==> src/rtl/uart_tx_frame.sv <==
// UART transmit framer: start bit, IN_width data bits LSB-first, optional parity, stop bit.
// Define UART_TX_PAR_INT_EN to compute parity from the accepted word instead of using par_bit.
module uart_tx_frame #(
  parameter int IN_width = 8
) (
  input  logic                CLK,
  input  logic                RST,
  input  logic [IN_width-1:0] P_DATA,
  input  logic                DATA_valid,
  input  logic                PAR_EN,
  input  logic                PAR_TYP,
  input  logic                par_bit,
  output logic                TX_OUT,
  output logic                BUSY
);

  localparam int CntW = $clog2(IN_width);

  typedef enum logic [2:0] {IDLE, START, DATA, PARITY, STOP} state_e;

  state_e              state_q, state_d;
  logic [CntW-1:0]     cnt_q, cnt_d;
  logic [IN_width-1:0] shift_q, shift_d;
  logic                parEn_q, parEn_d;
  logic                tx_q, tx_d;
  logic                busy_q, busy_d;
  logic                parSrc;
  logic                accept;
  logic                lastBit;

  assign accept  = DATA_valid && ((state_q == IDLE) || (state_q == STOP));
  assign lastBit = (cnt_q == CntW'(IN_width - 1));

`ifdef UART_TX_PAR_INT_EN
  logic parity_q, parity_d;
  logic unusedParBit;
  assign unusedParBit = par_bit;
  assign parSrc       = parity_q;
`else
  logic unusedParTyp;
  assign unusedParTyp = PAR_TYP;
  assign parSrc       = par_bit;
`endif

  always_ff @(posedge CLK) begin
    if (!RST) begin
      state_q  <= IDLE;
      cnt_q    <= '0;
      shift_q  <= '0;
      parEn_q  <= 1'b0;
      tx_q     <= 1'b1;
      busy_q   <= 1'b0;
`ifdef UART_TX_PAR_INT_EN
      parity_q <= 1'b0;
`endif
    end else begin
      state_q  <= state_d;
      cnt_q    <= cnt_d;
      shift_q  <= shift_d;
      parEn_q  <= parEn_d;
      tx_q     <= tx_d;
      busy_q   <= busy_d;
`ifdef UART_TX_PAR_INT_EN
      parity_q <= parity_d;
`endif
    end
  end

  always_comb begin
    state_d = state_q;
    unique case (state_q)
      IDLE:    if (DATA_valid) state_d = START;
      START:   state_d = DATA;
      DATA:    if (lastBit) state_d = parEn_q ? PARITY : STOP;
      PARITY:  state_d = STOP;
      STOP:    state_d = DATA_valid ? START : IDLE;
      default: state_d = IDLE;
    endcase
  end

  // Datapath: latch on accept, otherwise shift and count only while sending data bits.
  always_comb begin
    shift_d  = shift_q;
    cnt_d    = cnt_q;
    parEn_d  = parEn_q;
`ifdef UART_TX_PAR_INT_EN
    parity_d = parity_q;
`endif
    if (accept) begin
      shift_d  = P_DATA;
      parEn_d  = PAR_EN;
`ifdef UART_TX_PAR_INT_EN
      parity_d = (^P_DATA) ^ PAR_TYP;
`endif
    end else if (state_q == DATA) begin
      shift_d = shift_q >> 1;
      cnt_d   = lastBit ? '0 : cnt_q + 1'b1;
    end
  end

  // Outputs are registered from the next state so they line up with the state they describe.
  always_comb begin
    tx_d   = 1'b1;
    busy_d = (state_d != IDLE);
    unique case (state_d)
      START:   tx_d = 1'b0;
      DATA:    tx_d = shift_d[0];
      PARITY:  tx_d = parSrc;
      default: tx_d = 1'b1;
    endcase
  end

  assign TX_OUT = tx_q;
  assign BUSY   = busy_q;

endmodule

==> config.mk <==
export PLATFORM = sky130hd
export DESIGN_NAME = uart_tx_frame
export DESIGN_NICKNAME = d
export VERILOG_FILES = /design/src/rtl/uart_tx_frame.sv
export SDC_FILE = /design/constraint.sdc
export NUM_CORES = 1
export LEC_CHECK = 0
export ABC_AREA = 1
export BUFFER_PORTS_ARGS = -buffer_cell sky130_fd_sc_hd__buf_2
export CAP_MARGIN = 30
export CORE_MARGIN = 2
export CORE_UTILIZATION = 46
export DETAILED_ROUTE_END_ITERATION = 10
export GPL_ROUTABILITY_DRIVEN = 0
export PLACE_DENSITY = 0.79
export SETUP_SLACK_MARGIN = 0.02
export SLEW_MARGIN = 25
export SYNTH_ARGS = -nofsm -noshare
export SYNTH_HDL_FRONTEND = slang
export SYNTH_SLANG_ARGS = --single-unit
==> constraint.sdc <==
create_clock -name CLK -period 1.19 [get_ports CLK]
set_input_delay 0.0595 -clock CLK [delete_from_list [all_inputs] [get_ports CLK]]
set_output_delay 0.0595 -clock CLK [all_outputs]
set_load 0.02 [all_outputs]
# Yosys cells after proc, flatten, opt, wreduce, memory -nomap -nowiden

Cells that the tools add are included.

Flip-flop bits (word level): 17
Latch bits: 0
Bits in writable memories: 0
Memory bits (read-only): 0
Input port bits: 14
Output and inout port bits: 2
Word-level logic and storage cells: 32
Memories kept: 0

Add/subtract/negate cells: 1
Multiply operators: 0
Divide/modulo/power cells: 0
Order comparisons: 0
Equal/unequal tests: 8
Shift operators: 0
Multiplexer cells: 9
Bitwise logic cells: 1
Reduce and logical (&&, ||, !) cells: 6

Operators with widths:

| cell                                                             | count |
|---|---|
| 8-bit two-way mux                                                | 2 |
| 3-bit one-hot mux with 5 select lines                            | 1 |
| 3-bit by 2-bit == test with 1-bit output (second input constant) | 4 |
| 3-bit two-way mux                                                | 4 |
| 3-bit by 1-bit == test with 1-bit output (second input constant) | 2 |
| 3-bit == test (second input constant)                            | 2 |
| 3-bit by 1-bit adder with 3-bit output (second input constant)   | 1 |
| 3-bit zero test                                                  | 1 |
| 1-bit one-hot mux with 3 select lines                            | 1 |
| 3-bit nonzero test                                               | 1 |
| 2-bit AND reduction                                              | 1 |
| 2-bit nonzero test                                               | 1 |
| 1-bit logical AND                                                | 1 |
| 1-bit logical OR                                                 | 1 |
| 1-bit two-way mux                                                | 1 |
| 1-bit inverter                                                   | 1 |

# Logic depth before layout (Yosys ltp)

Gate-level depths: netlist (run 1).

Depth in word-level cells: 5
Depth in mapped cells: 10
Mapped depth without buffers: 10

# Worst setup path after synthesis (run 1)

No wires, ideal clock.

Path type: register to register
Start: reg cnt_q[0]
End: reg tx_q, in the netlist TX_OUT
Library setup time: 0.113 ns
Arrival time: 1.174 ns
Required time: 1.077 ns
Path slack: -0.098 ns
Cell stages (with the launch flop): 11
Path buffers: 0
Period minus slack after synthesis: 1.288 ns
Cell sequence: dfxtp_1 > ha_1 > ha_1 > nand2_1 > o21ai_2 > nand2_4 > nand2_4 > nand2_1 > clkinv_1 > nand2_1 > nand2_1

Word-level cells in the longest chain between the ends: 5
Elaborated cells on any way between the ends: 7
Those cells by class: 4 x eq/ne; 3 x mux

RTL lines:

| item                                                                                                 | line | text |
|---|---|---|
| from (decl)                                                                                          | 22   | `logic [CntW-1:0] cnt_q, cnt_d;` |
| from (signal assigned)                                                                               | 58   | `cnt_q <= cnt_d;` |
| 3-bit == test *                                                                                      | 32   | `assign lastBit = (cnt_q == CntW'(IN_width - 1));` |
| 3-bit two-way mux *                                                                                  | 74   | `DATA: if (lastBit) state_d = parEn_q ? PARITY : STOP;` |
| 3-bit one-hot mux with 5 select lines *                                                              | 71   | `unique case (state_q)` |
| 3-bit by 2-bit == test with 1-bit output or 3-bit by 1-bit == test with 1-bit output (tied branches) | 105  | `unique case (state_d)` |
| 1-bit one-hot mux with 3 select lines *                                                              | 105  |  |
| to (signal assigned)                                                                                 | 61   | `tx_q <= tx_d;` |
| to (decl)                                                                                            | 25   | `logic tx_q, tx_d;` |

Mark *: on every way between the ends. The rest lies on a longest branch, timed or not.
A chain may end at the register's enable or synchronous reset.

# Worst setup path in the final report (run 1)

Same ends and word-level chain as after synthesis.

==> results by stage, run 1 <==
Floorplan:
- The die covers 2040 sq um.
- The floorplan step set the die width to roughly 45 um.
- The initial utilization of the core area, before any placement, comes to 0.506.
- The standard cell core area is roughly 1500 sq um.
- The number of placement rows is 14.
- In this run the count of I/O pins placed on the die edge is 16.
- The die height is around 45 um.

Logic synthesis:
- In the synthesized netlist, the number of instances is 100.
- After synthesis, the cell types taking the most area are sky130_fd_sc_hd__dfxtp_1, sky130_fd_sc_hd__nand2_1, sky130_fd_sc_hd__nor2_1.
- Yosys instantiated no cell more often than sky130_fd_sc_hd__nand2_1.
- The post-synthesis share of cell area spent on full adders, half adders and majority gates is 0.0321.
- The synthesized net count is roughly 120.
- The synthesis warning total is 0.
- The share of synthesized cell area in and, or, nand and nor gates is 0.317.
- The biggest area contributor in the post-synthesis netlist is sky130_fd_sc_hd__dfxtp_1.
- The area fraction in compound gates after synthesis came to 0.144.
- In this run, synthesis produced a sequential element count of 17.
- The share of synthesized flip-flops with an asynchronous set or reset is 0.
- The share of the synthesized netlist area taken by xor and xnor gates is 0.
- The top-area cell type share of the netlist area is 0.436.
- The post-synthesis sequential area ratio is 0.436.
- A synthesized cell averages 7.81 sq um.
- After synthesis, the most frequently instantiated cells are sky130_fd_sc_hd__nand2_1, sky130_fd_sc_hd__dfxtp_1, sky130_fd_sc_hd__nor2_1.
- Of the post-synthesis cell area, the part taken by muxes is 0.
- The total standard cell area after synthesis is just under 800 sq um.
- The distinct cell type count of the synthesized netlist is 22.
- By area, the combinational part of the netlist is dominated by simple AND/OR/NAND/NOR gates.
- The most used flip-flop cell after synthesis is sky130_fd_sc_hd__dfxtp_1.
- The count of flip-flops with a built-in enable after synthesis is 0.

Pwr:
- After layout, the design draws a total of ~1.2 mW.
- For this design the static power due to leakage is between 0.4 and 0.5 nW.
- Power spread over the standard cell area amounts to roughly 1100 nW/um^2.
- The largest voltage drop on the vdd net is 0.747 mV.

STA:
- The transition time at the pin with the least slew margin is 352 ps.
- The remaining max-slew budget at the tightest pin is 0.765.
- Clock skew on the completed layout was measured at ~2.7 ps.
- Across all setup checks in the final design, the least slack found is -69.3 ps.
- For the finished layout, the period the worst path requires is 1260 ps.
- Setup repair after global routing could not meet its margin everywhere.
- The number of endpoints failing setup at the final stage is 3.
- The number of max-slew violations in the final report is 0.
- In the finished design, the share of the clock period the worst path needs comes to 1.06.
- The number of hold violations in the final report was 0.
- For this run, the top clock speed supported by timing is a little under 800 MHz.

Detailed routing:
- The routed wire length is roughly 1800 um.
- The number of nets with antenna violations after routing is 0.
- The total number of vias is 750.
- The pre-antenna-repair detailed-routing pass consisted of 4 iterations.
- In the final routed layout, each cell accounts on average for approximately 12 um.
- The detailed router's first-iteration violation count is 20.
- For this run, design rule violations remaining after detail routing come to 0.
- Dividing the detail-routed via count by the number of cells gives approximately 5.2.

Clock tree:
- The number of buffers created by CTS is 3.
- The hold buffer count at cts is 0.
- The CTS root buffer is sky130_fd_sc_hd__clkbuf_4.
- The insertion delay of the later-clocked pin in the worst-skew pair is 290 ps.
- The number of H-tree levels is 1.
- The buffer levels on the longest clock path is 2.
- The TritonCTS clock tree is yes.
- The clock sink total is 17.
- The clock transition at the register clock pins on the worst setup and hold paths after CTS is around 100 ps.

Critical path:
- In this run the worst setup path begins at cnt_q[0].
- The capturing instance or port of the critical path is TX_OUT.
- The capture instance of the worst register-to-register path is TX_OUT.
- The worst setup path is captured at a register.
- The worst setup path is launched from a register.
- In this run the worst path has a maximum fanout of 4.
- The type of the worst setup path is reg2reg.
- The data arrival time of the critical path is 1460 ps.
- The required time reported for the critical path endpoint is 1390 ps.
- Across all register-to-register paths, the minimum setup slack is -70 ps.
- The critical register-to-register path startpoint is cnt_q[0].
- Counting cells, the worst reg-to-reg path comes to 9.

Finish:
- Summing all multi-input logic gate instances after layout gives ~460 sq um.
- The layout overhead on the synthesized area is 34.0%.
- Of the cells placed in the final design, the portion with a size suffix greater than 1 is 0.433.
- The antenna cell count is 0.
- The number of fill cells is between 100 and 150.
- For this run, the post-layout net count is 144.
- Summing all flip-flop and latch instances after layout gives between 300 and 400 sq um.
- Summing all non-filler instances in the final layout gives an area of ~1000 sq um.

Status:
- The checks that failed: negative setup slack.
- The run finished, with violations left.

Global routing:
- The number of global-route vias before repair is roughly 610.
- The first global-routing pass estimated approximately 2600 um of wire.
- Entering global routing, the biggest net connects 12 pins.
- The number of antenna violations at the first check in global routing is 0.
- For this run, the total global-route usage over all layers was measured as 0.186.
- Global routing finished with a remaining overflow of 0.

Placed design:
- The number of input and output port buffers inserted is 14.
- The worst slack at placement is -51.0 ps.
- The HPWL after detailed placement is 1180 um.
- The placed standard-cell area is roughly 930 sq um.

Worst hold path:
- The worst hold path belongs to the class in2reg.
- The worst hold path was traced through 3 stages.

Run:
- The max-capacitance violation count is 0.
## worst min-delay path by stage
stage | from | end | slack (ps)
after CTS | PAR_EN | parEn_q | 20
after detailed placement | PAR_EN | parEn_q | 320
after floorplan | RST | parEn_q | 200
final | PAR_EN | parEn_q | 20
after global placement | P_DATA[7] | shift_q[7] | 310
after global routing | P_DATA[7] | shift_q[7] | 30
## power by group
part / total [mW] / internal, mW / switching, mW
clock network: 0.315 / 0.131 / 0.184
registers: 0.632 / 0.607 / 0.0250
logic: 0.228 / 0.0959 / 0.132
## critical path, cell delays in order (launching register included)
cell and delay, ps:
sky130_fd_sc_hd__dfxtp_2 370, sky130_fd_sc_hd__ha_4 140, sky130_fd_sc_hd__ha_4 180, sky130_fd_sc_hd__inv_2 50, sky130_fd_sc_hd__nand2_2 50, sky130_fd_sc_hd__nand3_2 100, sky130_fd_sc_hd__nand2_2 100, sky130_fd_sc_hd__nand3_2 70
sky130_fd_sc_hd__nand2_1 60, sky130_fd_sc_hd__nand2_1 40
## per-layer routing
metal	up-vias	routed length, um	GRT usage
met3	7	61	0.0400
li1	383	-	-
met1	343	815	0.234
met5	-	0	0
met2	17	831	0.274
met4	0	57	0.147
## layout by cell type (no fill, tap or decap)
cell type	netlist	final
sky130_fd_sc_hd__a31oi_1	1	1
sky130_fd_sc_hd__clkbuf_4	0	3
sky130_fd_sc_hd__dfxtp_4	0	1
sky130_fd_sc_hd__buf_2	0	14
sky130_fd_sc_hd__nand2_2	0	3
sky130_fd_sc_hd__a211oi_2	1	1
sky130_fd_sc_hd__inv_2	3	4
sky130_fd_sc_hd__nand4_1	1	1
sky130_fd_sc_hd__nand2_1	18	15
sky130_fd_sc_hd__dfxtp_2	0	3
sky130_fd_sc_hd__nor2_4	0	2
sky130_fd_sc_hd__o21ai_4	0	1
sky130_fd_sc_hd__nor2_1	13	13
sky130_fd_sc_hd__nor3_1	3	3
sky130_fd_sc_hd__o21ai_0	8	7
sky130_fd_sc_hd__nand3_2	1	3
sky130_fd_sc_hd__nand3_1	5	3
sky130_fd_sc_hd__a21oi_2	0	1
sky130_fd_sc_hd__o211a_1	1	1
sky130_fd_sc_hd__ha_4	0	2
sky130_fd_sc_hd__clkbuf_1	1	1
sky130_fd_sc_hd__nand2_4	4	5
sky130_fd_sc_hd__inv_4	1	2
sky130_fd_sc_hd__inv_1	8	7
sky130_fd_sc_hd__a21oi_1	7	6
sky130_fd_sc_hd__o21ai_1	0	1
sky130_fd_sc_hd__nand3_4	1	1
sky130_fd_sc_hd__dfxtp_1	17	13
sky130_fd_sc_hd__buf_4	0	9
## cells by family (layout without fill, tap and decap cells)
kind of cell / Yosys count / in the layout
DFF: 17 / 17
AOI/OAI and AO/OA: 19 / 19
and+or+nand+nor: 48 / 49
adders and majority gates: 2 / 2
buffers and inverters: 14 / 40
## cell type report
type                       count  area share
tap                           16      0.0191
inverter                      13      0.0514
sequential                    17       0.333
timing repair buffer          23       0.132
multi-input combinational     70       0.440
clock buffer                   4      0.0251
## sequential cells by signal (all words and copies together) (netlist names)
name / flops
shift_q: 8
state_q: 3
parEn_q: 1
TX_OUT: 1
cnt_q: 3
BUSY: 1
## what timing repair did
action / CTS / global route
gates resized for setup: 1 / 14
endpoints found under the hold margin: 0 / 0
buffers inserted: 0 / 4
pin swaps: 1 / 7
setup endpoints to repair: 2 / 8
cloned: 0 / 1
## metrics by stage
step           utilization  hold WS, ps  cells  setup TNS, ps
2_1_floorplan            -          195    100              0
3_3_place_gp         0.606          315    134          -27.9
3_5_place_dp         0.606          319    134          -51.0
4_1_cts              0.627         15.8    138           -103
5_1_grt              0.679         34.5    143           -364
6_report             0.679         15.4    143           -143
No activity file was read; power rests on OpenSTA's default activity.
==> run 2: changes to the inputs <==
==> constraint.sdc (replaced) <==
create_clock -name CLK -period 1.19 [get_ports CLK]
set_input_delay 0 -clock CLK [delete_from_list [all_inputs] [get_ports CLK]]
set_output_delay 0 -clock CLK [all_outputs]
set_load 0.02 [all_outputs]
==> results by stage, run 2 (synthesis gave the netlist of run 1 again) <==
Floorplan:
- The horizontal die dimension is 45.2 um (unchanged).
- The top-level port count came to 16 (unchanged).
- The number of placement rows is 14 (unchanged).
- The standard cell core area is 1540 sq um (unchanged).
- The die height is 45.2 um (unchanged).
- The area of the die is 2040 sq um (unchanged).
- The initial standard-cell utilization of the core came to 0.506 (unchanged).

Pwr:
- The proportion of power drawn by combinational gates is 0.198 (+0.004).
- The largest voltage drop on the vdd net was 1.04 mV (+39%).
- The switching power summed over all nets is 0.335 mW (-1.9%).
- The power density over the cells is 1100 nW/um^2 (-2.5%).
- The proportion of total power due to net switching came to 0.285 (-0.00507).
- The total internal power is 0.838 mW (+0.51%).
- The leakage component of the power is 0.500 nW (+1.3%).
- The part of the power in the clock network is 0.263 (-0.005).
- The portion of total power attributed to sequential cells is 0.539 (about the same).

Finish:
- The library cell used most frequently in the layout, excluding fill and tap cells, is sky130_fd_sc_hd__nand2_1.
- The antenna cell count is 0 (unchanged).
- The cell area after layout came to 1070 sq um (+2.4%).
- The largest register by flop count is shift_q.
- The flip-flop count of the largest register after layout is 8 (unchanged).
- The layout overhead on the synthesized area is 37.2%.
- In the layout the commonest cells are sky130_fd_sc_hd__nand2_1, sky130_fd_sc_hd__buf_2, sky130_fd_sc_hd__dfxtp_1, sky130_fd_sc_hd__nor2_1.
- The number of cells in the finished layout apart from fillers is 144 (+0.70%).
- The number of nets in the finished design is 145 (+0.69%).
- In the final layout, the registers with the most flip-flops are shift_q x8, cnt_q x3, state_q x3.
- The layout cell share with drive strength beyond 1 came to 0.406 (-0.0268).

STA:
- The remaining max-slew budget at the tightest pin was 0.764 (-0.00135).
- The hold slack is 17.9 ps (+2.43 ps).
- The clock period minus worst slack was 1270 ps (+10.9 ps).
- The summed negative setup slack over all endpoints was -94.2 ps (+48.7 ps).
- The final worst-path setup slack is -80.2 ps (-10.9 ps).
- The number of endpoints failing setup at the final stage was 2 (-1).
- The number of hold violations in the final report was 0 (unchanged).
- The worst setup skew after layout is 2.07 ps (-0.664 ps).
- Setup repair after global routing could not meet its margin everywhere.
- The transition time at the pin with the least slew margin is 354 ps (+2.03 ps).
- The top achievable clock speed is 787 MHz (-0.86%).
- The share of the clock period used by the worst path after layout is 1.07 (+0.00915).
- The number of max-slew violations in the final report is 0 (unchanged).

Detailed routing:
- The wire length on met1 came to 757 um (-7.1%).
- The average wire per standard cell is 12.3 um (-0.30%).
- The average via count per standard cell is 5.27 (+0.50%).
- The length of routed met3 wiring is 54 um (-11%).
- The routed wire length is 1770 um (+0.40%).
- The detailed router's first-iteration violation count is 15 (-25%).
- The final routed DRC violation total came to 0 (unchanged).
- The total number of vias is 759 (+1.2%).
- The highest metal layer carrying signal wires in the routed design is met4.
- The number of detailed-route iterations in the first pass came to 4 (unchanged).
- The number of nets with antenna violations after routing is 0 (unchanged).
- The met2 wire length is 914 um (+10%).

Critical path:
- The worst register-to-register path ends at TX_OUT.
- The required time reported for the critical path endpoint is 1380 ps (about the same).
- STA classifies the critical path startpoint as a register.
- The highest net fanout along the worst path is 4 (unchanged).
- The most critical setup path has its startpoint at cnt_q[0].
- The most critical setup path has its endpoint at TX_OUT.
- The setup path with the least slack is of type reg2reg.
- The category of the worst setup path capture point is a register.
- The critical register-to-register path startpoint is cnt_q[0].
- The data arrival time of the critical path came to 1460 ps (about the same).
- The reg-to-reg setup timing slack was -80 ps (about the same).
- The path depth of the worst reg2reg path is 9 (unchanged).

Placed design:
- The placed standard-cell area is 927 sq um (-0.80%).
- The sum of net half-perimeters after detailed placement is 1230 um (+4.3%).
- The number of input and output port buffers inserted is 14 (unchanged).
- The cell total after placement is 133 (-0.75%).

Global routing:
- The number of antenna violations at the first check in global routing is 0 (unchanged).
- The number of global-route vias before repair is 772 (+27%).
- The final global-route overflow total is 0 (unchanged).
- The maximum number of pins on one net before global-route repair is 12 (unchanged).
- The combined global-route utilization of all metal layers was 0.210 (+0.0232).
- The wire length of the first global-routing pass came to 2990 um (+15%).

Run:
- The max-capacitance violation count is 0 (unchanged).

Clock tree:
- The buffer levels on the longest clock path is 2 (unchanged).
- The number of buffers created by CTS is 3 (unchanged).
- The insertion delay of the later-clocked pin in the worst-skew pair is 290 ps (about the same).
- The clock sink total was 17 (unchanged).
- The TritonCTS clock tree is yes.
- The clock transition at the register clock pins on the worst setup and hold paths after CTS is 100 ps (about the same).
- The number of H-tree levels is 1 (unchanged).
- The CTS root buffer is sky130_fd_sc_hd__clkbuf_4.

Status:
- The checks that failed: negative setup slack.
- The run finished, with violations left.

Worst hold path:
- The type of the most critical hold path is in2reg.
[run 2: power groups by stage]
| stage | logic (mW) | registers (mW) | clock network (mW) |
|---|---|---|---|
| finish | 0.232 | 0.632 | 0.308 |
| global route | 0.258 | 0.637 | 0.342 |
| CTS | 0.204 | 0.630 | 0.318 |
| detailed placement | 0.190 | 0.643 | 0 |
| global placement | 0.185 | 0.642 | 0 |
| floorplan | 0.124 | 0.646 | 0 |
[run 2: critical path, cell delays in order, from the launching register on]
cell                      delay (ps)
sky130_fd_sc_hd__dfxtp_2         360
sky130_fd_sc_hd__ha_4            140
sky130_fd_sc_hd__ha_4            180
sky130_fd_sc_hd__inv_2            50
sky130_fd_sc_hd__nand2_2          60
sky130_fd_sc_hd__nand3_2         100
sky130_fd_sc_hd__nand2_2         110
sky130_fd_sc_hd__nand3_2          70
sky130_fd_sc_hd__nand2_1          60
sky130_fd_sc_hd__nand2_1          50
[run 2: worst min path at each step]
stage                          from         end  slack, ps  cells after the start
final                     P_DATA[3]  shift_q[3]         20                      3
after global routing      P_DATA[4]  shift_q[4]         20                      3
after CTS                 P_DATA[0]  shift_q[0]        0.2                      3
after detailed placement     PAR_EN     parEn_q        270                      3
after global placement    P_DATA[7]  shift_q[7]        250                      3
after floorplan                 RST     parEn_q        140                      2
[run 2: what timing repair did]
item | 4_1_cts | 5_1_grt
pin swaps | 3 | 5
endpoints found under the setup margin | 2 | 6
hold buffers | 4 | 1
setup buffers | 0 | 2
gates resized for setup | 2 | 14
endpoints found under the hold margin | 5 | 1
[run 2: area by class of cell]
cell class	count	area, sq um
Clock buffer	4	26.3
Fill cell	118	470
Inverter	13	53.8
Tap cell	16	20.0
Sequential cell	17	348
Timing Repair Buffer	25	165
Multi-Input combinational cell	69	458
[run 2: per-layer routing]
metal,up-vias,track usage
li1,382,-
met1,353,0.226
met2,18,0.360
met3,6,0.0600
met4,0,0.124
met5,-,0
[run 2: metrics by stage]
step	utilization	power, mW	worst slack (ps)
4_1_cts	0.651	1.15	-77.9
3_3_place_gp	0.601	0.826	-27.5
3_5_place_dp	0.601	0.833	-64.8
2_1_floorplan	-	0.770	10.9
6_report	0.695	1.17	-80.2
5_1_grt	0.695	1.24	-168
